$ cat src/rtl/core_pkg.sv
// Shared types for the 16-bit core's instruction fetch path.
package core_pkg;

  localparam int unsigned WordWidth = 16;

  typedef enum logic {
    FETCH,
    DRAIN
  } fetch_state_t;

  typedef struct packed {
    logic [WordWidth-1:0] Word;
    logic [WordWidth-1:0] Address;
  } fetch_entry_t;

endpackage

$ cat src/rtl/fetch_buffer.sv
// In-order FIFO of fetched words tagged with their addresses.
// Flush empties it on the next edge; a push and a pop on a full buffer are both legal.
module fetch_buffer
  import core_pkg::*;
#(
  parameter int unsigned Depth      = 2,
  parameter int unsigned CountWidth = 2
) (
  input  logic                  Clock,
  input  logic                  Reset,
  input  logic                  Push,
  input  fetch_entry_t          PushEntry,
  input  logic                  Pop,
  input  logic                  Flush,
  output fetch_entry_t          HeadEntry,
  output logic                  Empty,
  output logic [CountWidth-1:0] Count
);

  localparam int unsigned PtrWidth = (Depth > 1) ? $clog2(Depth) : 1;

  fetch_entry_t        entries [Depth];
  logic [PtrWidth-1:0] read_ptr;
  logic [PtrWidth-1:0] write_ptr;

  function automatic logic [PtrWidth-1:0] advance(input logic [PtrWidth-1:0] ptr);
    return (ptr == PtrWidth'(Depth - 1)) ? '0 : ptr + PtrWidth'(1);
  endfunction

  always_ff @(posedge Clock) begin
    if (Push) begin
      entries[write_ptr] <= PushEntry;
    end
  end

  always_ff @(posedge Clock) begin
    if (Reset || Flush) begin
      read_ptr  <= '0;
      write_ptr <= '0;
      Count     <= '0;
    end else begin
      if (Push) begin
        write_ptr <= advance(write_ptr);
      end
      if (Pop) begin
        read_ptr <= advance(read_ptr);
      end
      Count <= Count + CountWidth'(Push) - CountWidth'(Pop);
    end
  end

  always_comb begin
    HeadEntry = entries[read_ptr];
    Empty     = (Count == '0);
  end

endmodule

$ cat src/rtl/fetch_sequencer.sv
// Fetch pointer, outstanding/discard accounting and the FETCH/DRAIN redirect FSM
// feeding the decode stage through fetch_buffer.
module fetch_sequencer
  import core_pkg::*;
#(
  parameter logic [WordWidth-1:0] ResetVector  = 16'h0000,
  parameter int unsigned          BufferDepth  = 2,
  parameter int unsigned          CounterWidth = 2
) (
  input  logic                 Clock,
  input  logic                 Reset,
  output logic                 MemRequestValid,
  input  logic                 MemRequestReady,
  output logic [WordWidth-1:0] MemAddress,
  input  logic                 MemResponseValid,
  input  logic [WordWidth-1:0] MemResponseData,
  output logic                 InstructionValid,
  input  logic                 InstructionReady,
  output logic [WordWidth-1:0] Instruction,
  output logic [WordWidth-1:0] InstructionAddress,
  input  logic                 RedirectValid,
  input  logic [WordWidth-1:0] RedirectAddress,
  output logic                 Busy
);

  localparam logic [CounterWidth:0] DepthLimit = BufferDepth[CounterWidth:0];

  fetch_state_t              state;
  logic [WordWidth-1:0]      fetch_pointer;
  logic [CounterWidth-1:0]   outstanding;
  logic [CounterWidth-1:0]   discard;
  logic [CounterWidth-1:0]   outstanding_next;
  logic [CounterWidth-1:0]   discard_next;
  logic [CounterWidth-1:0]   buffer_count;
  logic [CounterWidth:0]     occupancy;
  logic                      buffer_empty;
  logic                      request_fire;
  logic                      deliver_fire;
  logic                      push;
  fetch_entry_t              push_entry;
  fetch_entry_t              head_entry;

  always_comb begin
    occupancy        = {1'b0, outstanding} + {1'b0, buffer_count};
    MemRequestValid  = !Reset && (state == FETCH) && (occupancy < DepthLimit);
    request_fire     = MemRequestValid && MemRequestReady;
    InstructionValid = !Reset && !buffer_empty;
    deliver_fire     = InstructionValid && InstructionReady;
    push             = MemResponseValid && (state == FETCH) && !RedirectValid;
    outstanding_next = outstanding + CounterWidth'(request_fire) - CounterWidth'(MemResponseValid);
    discard_next     = discard - CounterWidth'(MemResponseValid);
    // Responses return in order and FETCH only ever holds current-path requests,
    // so the oldest outstanding address is the pointer minus the outstanding count.
    push_entry.Word    = MemResponseData;
    push_entry.Address = fetch_pointer - WordWidth'(outstanding);
  end

  always_ff @(posedge Clock) begin
    if (Reset) begin
      state         <= FETCH;
      fetch_pointer <= ResetVector;
      outstanding   <= '0;
      discard       <= '0;
    end else begin
      outstanding <= outstanding_next;
      unique case (state)
        FETCH: begin
          if (RedirectValid) begin
            fetch_pointer <= RedirectAddress;
            discard       <= outstanding_next;
            state         <= (outstanding_next != '0) ? DRAIN : FETCH;
          end else if (request_fire) begin
            fetch_pointer <= fetch_pointer + WordWidth'(1);
          end
        end
        DRAIN: begin
          discard <= discard_next;
          if (RedirectValid) begin
            fetch_pointer <= RedirectAddress;
          end
          if (discard_next == '0) begin
            state <= FETCH;
          end
        end
      endcase
    end
  end

  always_comb begin
    MemAddress         = fetch_pointer;
    Busy               = !Reset && (state == DRAIN);
    Instruction        = head_entry.Word;
    InstructionAddress = head_entry.Address;
  end

  fetch_buffer #(
    .Depth      (BufferDepth),
    .CountWidth (CounterWidth)
  ) buffer (
    .Clock     (Clock),
    .Reset     (Reset),
    .Push      (push),
    .PushEntry (push_entry),
    .Pop       (deliver_fire),
    .Flush     (RedirectValid),
    .HeadEntry (head_entry),
    .Empty     (buffer_empty),
    .Count     (buffer_count)
  );

  assert property (@(posedge Clock) disable iff (Reset) MemResponseValid |-> (outstanding != '0));
  assert property (@(posedge Clock) disable iff (Reset) ({1'b0, outstanding} <= DepthLimit));

endmodule

$ cat config.mk
export PLATFORM = sky130hd
export DESIGN_NAME = fetch_sequencer
export DESIGN_NICKNAME = d
export VERILOG_FILES = /design/src/rtl/core_pkg.sv /design/src/rtl/fetch_buffer.sv /design/src/rtl/fetch_sequencer.sv
export SDC_FILE = /design/constraint.sdc
export NUM_CORES = 1
export LEC_CHECK = 0
export ABC_AREA = 1
export ABC_CLOCK_PERIOD_IN_PS = 2250
export CAP_MARGIN = 20
export CORE_MARGIN = 2
export CORE_UTILIZATION = 30
export DETAILED_ROUTE_END_ITERATION = 12
export PLACE_DENSITY_LB_ADDON = 0.08
export SLEW_MARGIN = 20
export SYNTH_ARGS = -nofsm -noshare
export SYNTH_HDL_FRONTEND = slang
export SYNTH_SLANG_ARGS = --single-unit
$ cat constraint.sdc
create_clock -name Clock -period 2.25 [get_ports Clock]
set_input_delay 0.3375 -clock Clock [delete_from_list [all_inputs] [get_ports Clock]]
set_output_delay 0.3375 -clock Clock [all_outputs]
set_load 0.01 [all_outputs]
==> impl_metrics.yaml <==
sta:
  fin_setup_tns_ns: -0.06259
  fin_crit_sh: 1.015
  setup_slack_ns: -0.03338
  maxSlewHeadroom: 0.7068
  hold_viol: 0
  min_period_ns: 2.283
  rsz0062_at_grt: "yes"
  tightestPinTransition_ns: 0.4391
  fmax_mhz: 437.9
  finalMaxSlewViolations: 0
  setup_viol: 3
  fin_worst_skew_ns: 0.007943
global_route:
  grt_pass1_vias: 3140
  track_usage: 0.1301
  grt_max_degree: 33
  grt-ovfl-total: 0
  antenna_found_initial: 0
  grt_pass1_wl_um: 15860
power_and_ir_drop:
  comb_power_share: 0.279
  vdd_drop_max_mv: 0.3977
  report.power.total_mw: 5.278
  clockPowerShare: 0.301
  p_leak_nw: 2.161
  swShare: 0.2945
  sequentialPowerShare: 0.419
  intPower_mw: 3.724
  powerDensity_mw_per_mm2: 897.4
  p_switching_mw: 1.554
setup_path:
  critical_path.max_stage_delay_ns: 0.47
  cp_num_buf_inv: 3
  slowest_stage: "fa_1"
  r2r_slack_ns: -0.03
  crit_chain: "nand2_1 > inv_1 > fa_1 > nor2_2 > nand4_4 > ha_4 > inv_2 > ha_4 > xor2_2 > xor2_1 > inv_1 > nor2_2 > nand3_1 > nand2_1"
  cp_data_arrival_time_ns: 2.58
  crit_required_ns: 2.54
  start_kind: "flip-flop"
  path_delay_family: "adder cells"
  crit_path_max_fanout: 2
  critical_path_class: "flip-flop to flip-flop"
  critPathCaptureType: "flip-flop"
floorplanning:
  initial_core_util: 0.3101
  rows: 43
  design.die.area_mm2: 0.01544
  fp.dieH_um: 124.3
  ios: 89
  die_w_um: 124.3
  core_area_mm2: 0.01399
placement:
  gp_congestion: 0.7767
  portBuffers: 88
  dp_hpwl_um: 6556
synth:
  synth_area_leaders: "edfxtp_1, dfxtp_1, mux2_2"
  synth_common_cells: "edfxtp_1, nand2_1, nor2_1, inv_1, mux2_2"
  synth_edf_count: 64
  ys.warnings.count: 0
  yosysSeqAreaShare: 0.5630
  ys_ff_latch: 90
  yosys.cell_count.top_type: "edfxtp_1"
  synth_top_cell_area_share: 0.4430
  yosys.area.top_type: "edfxtp_1"
  synthArstFlopShare: 0
  ys.flop_type: "edfxtp_1"
  syn_nets: 454
  syn_inst: 406
  synthDistinctLibCells: 36
  avgSynthCellArea_um2: 10.68
  synth_area_mm2: 0.004338
outcome:
  status: "finished, violations left"
  violations: "negative setup slack"
clocking:
  cts.path.max_buffers: 2
  cts_inserted_buffers: 9
  cts_tree: "built"
  htree_num_levels: 3
  clkTransAtPathRegs_ns: 0.06
  clock_latency_ns: 0.34
  numClockSinks: 90
  holdBufCountCts: 0
  clockRootBuffer: "clkbuf_16"
layout:
  area_growth_syn_to_layout_pct: 35.59
  nets: 554
  layout-drive-gt1-share: 0.2016
  diodes: 0
route:
  routedWlPerCell_um: 13.74
  vias_per_cell: 4.514
  drt_wl_total_um: 9492
  dr.pass1.iters: 4
  dr.first_iter.drc_count: 188
  drc: 0
  dr_total_vias: 3119
  antenna_left: 0
min_path:
  min_path_type: "flip-flop to flip-flop"
job:
  maxCapViolations: 0
-- cell families after synthesis --
kind of cell,after synthesis,share of synthesized area
muxes,32,0.08307
AOI/OAI and AO/OA,47,0.05827
buffers and inverters,54,0.05307
xor gates and xnor gates,18,0.03634
adders and majority gates,10,0.03231
and+or+nand+nor,155,0.1739
DFF,90,0.5630
-- metal layers --
layer | track usage | part of all wire | up-vias
met4 | 0.06345 | 0.021 | 0
met3 | 0.02835 | 0.038 | 12
met2 | 0.1900 | 0.43 | 75
li1 | - | - | 1582
met1 | 0.1825 | 0.51 | 1450
met5 | 0 | 0 | -
-- sequential cells by signal (all words and copies together) (netlist names), named ones only --
signal and count:
buffer.entries 64, discard 2, buffer.read_ptr 1, MemAddress 16, outstanding 2, buffer.Count 2, state 1, buffer.write_ptr 1
-- power by group through the flow --
stage / logic [mW] / registers [mW] / clock network [mW]
floorplan: 0.860 / 2.22 / 0
global placement: 1.43 / 2.25 / 0
detailed placement: 1.44 / 2.25 / 0
CTS: 1.47 / 2.21 / 1.64
global route: 1.66 / 2.24 / 1.73
finish: 1.47 / 2.21 / 1.59
-- what timing repair did --
item                       4_1_cts  5_1_grt
pin swaps                        3        4
resized for setup                7        2
setup endpoints to repair        3        5
buffers inserted                 0        2
-- cell usage in the layout (no fill, tap or decap), drive strengths merged --
cell type | Yosys | routed
nor3 | 5 | 5
edfxtp | 64 | 64
a21oi | 22 | 22
clkbuf | 2 | 10
ha | 8 | 8
nand4 | 8 | 8
inv | 39 | 39
nand2 | 64 | 64
fa | 2 | 2
xnor2 | 1 | 1
dlygate4sd2 | 0 | 1
a31oi | 3 | 3
a21o | 1 | 1
buf | 13 | 16
clkinv | 0 | 3
bufinv | 0 | 2
nor2 | 50 | 50
clkinvlp | 0 | 1
xor2 | 17 | 17
or2 | 4 | 4
nand3 | 22 | 22
clkdlybuf4s50 | 0 | 87
dfxtp | 26 | 26
nor4 | 2 | 2
mux2 | 32 | 32
o21ai | 21 | 21
-- per-stage QoR --
| stage | instance area (µm²) | worst slack (ns) | hold WS, ns | std cells | utilization |
|---|---|---|---|---|---|
| after CTS | 5857 | -0.06334 | 0.4945 | 689 | 0.4187 |
| after detailed placement | 5520 | -0.06969 | 0.4809 | 673 | 0.3946 |
| after global routing | 5882 | -0.2256 | 0.5428 | 691 | 0.4205 |
| after global placement | 5520 | -0.03599 | 0.4787 | 673 | 0.3946 |
| after floorplan | 4345 | 0.01776 | 0.4202 | 406 | - |
| final | 5882 | -0.03338 | 0.4913 | 691 | 0.4205 |
-- tightest hold or removal path, delay by kind of cell (launching register included) --
kind            cells  cell delay, ns
compound gates      1            0.06
flops               1            0.31
simple gates        1            0.08
-- final timing paths --
| kind | start | to | cells after the start |
|---|---|---|---|
| hold / removal | buffer.read_ptr$_SDFFE_PP0P_ | buffer.read_ptr$_SDFFE_PP0P_ | 2 |
| setup reg to reg | outstanding[0]$_SDFF_PP0_ | state$_SDFF_PP0_ | 14 |
| hold reg to reg | buffer.read_ptr$_SDFFE_PP0P_ | buffer.read_ptr$_SDFFE_PP0P_ | 2 |
| setup / recovery | outstanding[0]$_SDFF_PP0_ | state$_SDFF_PP0_ | 14 |
-- layout make-up --
type                            instances  area, µm²
Inverter                               39      146.4
Clock inverter                          6      81.33
Clock buffer                           10      229.0
Tap cell                              180      225.2
Fill cell                            1368       8107
Multi-Input combinational cell        262       1718
Sequential cell                        90       2445
Timing Repair Buffer                  104       1037
No activity file was read; power rests on OpenSTA's default activity.
==> edit (config.mk and constraints unchanged) <==
Change the package constant `WordWidth` from 16 to 32.
--- a/src/rtl/core_pkg.sv
+++ b/src/rtl/core_pkg.sv
@@ -3,3 +3,3 @@
 
-  localparam int unsigned WordWidth = 16;
+  localparam int unsigned WordWidth = 32;
 
Interface: changed (5 resized); port bits go from 89 to 169. No check against the original RTL was run, so the function may have changed too.
==> edit against the unedited design <==
- the run still ends with negative setup slack left
- sequential cell count up 80
- worst setup slack worse by 0.12 ns
- first-iteration DRC count up 86%
- cell area up 94%
- sequential power up 88%
- area after synthesis up 94%
- total power up 85%
- routed wire length up 140%
- largest cell class unchanged
- highest routed layer unchanged
==> edit: results <==
group,metric,value,unit
timing,maxSlewHeadroom,71.1,%
synthesis,synth_area_leaders,"edfxtp_1 46%, dfxtp_1 10%, mux2_2 8.6%",
placed_design,hpwl,16600,microns
clock_tree,clkLatencyLatePin,0.43,ns
clock_tree,cts_buffers,17,
hold_path,hold_end,"buffer.entries[1][34]",
synthesis,postSynthCellCount,843,
global_route,grt_pass1_wl,34400,microns
power,p_switching,3.16,mW
outcome,status,"finished with violations",
route,drt_iter0_markers,349,
final_layout,largest_register_ffs,128,
synthesis,ys_types,41,
hold_path,hold_class,"in -> reg",
route,finalWirelength,22700,microns
final_layout,fin_cells,1417,
synthesis,synthesis.nets,923,
hold_path,min_path_cells,1,
synthesis,seq_area_frac_synth,55.7,%
synthesis,synth-edff-count,128,
final_layout,final_nets,1106,
final_layout,drive_above_1_share,18.3,%
timing,clock_skew,0.0211,ns
global_route,grt_pass1_vias,6137,
global_route,grtUsageTotal,15.5,%
global_route,use_met2,23.7,%
placed_design,numPortBuffers,168,
global_route,gr-usage-met1,22.1,%
synthesis,netlist_top_cells_count,"176 x nand2_1, 128 x edfxtp_1, 121 x nor2_1",
worst_setup_path,crit_arrival,2.79,ns
placed_design,routabilityCongestion,0.855,
power,power.leakage,4.20,nW
final_layout,top_register,"buffer.entries",
final_layout,fillCellCount,2751,
route,drtPass1Iterations,4,
hold_path,min_from,"MemResponseData[2]",
global_route,grt_max_degree,57,
timing,finalSetupTns,-0.235,ns
power,peakVddDrop,376,uV
placed_design,dp_slack,-0.0792,ns
timing,finalSetupViolCount,3,
outcome,violations,"negative setup slack",
timing,setup_ws,-0.154,ns
final_layout,regArea,0.00469,sq mm
[edit: cell types whose count changed after synthesis, moves of 9 or more]
cell      change
xor2_1        +9
buf_2        +17
a21oi_1      +20
edfxtp_1     +64
nand2_1     +119
nand3_1      +24
dfxtp_1      +16
nor2_1       +79
inv_1        +19
mux2_2       +32
[edit: power by group through the flow]
stage | Clock [mW] | Combinational (mW) | Sequential, mW
after CTS | 3.10 | 2.56 | 4.14
after global routing | 3.21 | 2.92 | 4.20
after global placement | 0 | 2.62 | 4.21
after floorplan | 0 | 1.53 | 4.09
final | 3.00 | 2.60 | 4.15
after detailed placement | 0 | 2.63 | 4.21
[edit: metrics by stage]
step	power, mW	hold WS, ns
after floorplan	5.62	0.436
after global placement	6.83	0.475
after detailed placement	6.84	0.473
after CTS	9.80	0.464
after global routing	10.3	0.471
final	9.74	0.486
[edit: cell type report]
type	instances	area share [%]
sequential	170	41.2
multi-input combinational	575	29.6
timing repair buffer	204	17.8
tap	378	4.15
clock buffer	17	3.73
inverter	58	1.98
clock inverter	15	1.55
[edit: logic make-up after synthesis]
group | count (synthesis) | synth area share, %
compound gates | 75 | 4.79
mux | 64 | 8.57
fa+ha+maj | 10 | 1.67
flops | 170 | 55.7
simple gates | 393 | 20.8
buf+inv | 98 | 5.01
xor+xnor | 33 | 3.44
[edit: how the worst max path moves through the flow]
stage                               start                    to  slack [ns]  cells after the start
after global routing       outstanding[0]                 state       -0.29                     14
after floorplan             RedirectValid  buffer.entries[1][0]       -0.64                      4
final                      outstanding[0]                 state       -0.15                     14
after CTS                  outstanding[0]                 state       -0.09                     14
after detailed placement  buffer.Count[0]                 state       -0.08                     14
after global placement     outstanding[0]                 state       -0.05                     14
[edit: what timing repair did]
item,in CTS,in global routing
gates cloned,0,2
buffers inserted,1,5
endpoints found under the setup margin,63,39
gates resized for setup,58,21
pin swaps,2,6
[edit: layer usage]
layer / vias to the layer above / routed length [microns]
li1: 3202 / -
met1: 2964 / 11100
met2: 173 / 10100
met3: 13 / 1220
met4: 0 / 260
met5: - / 0
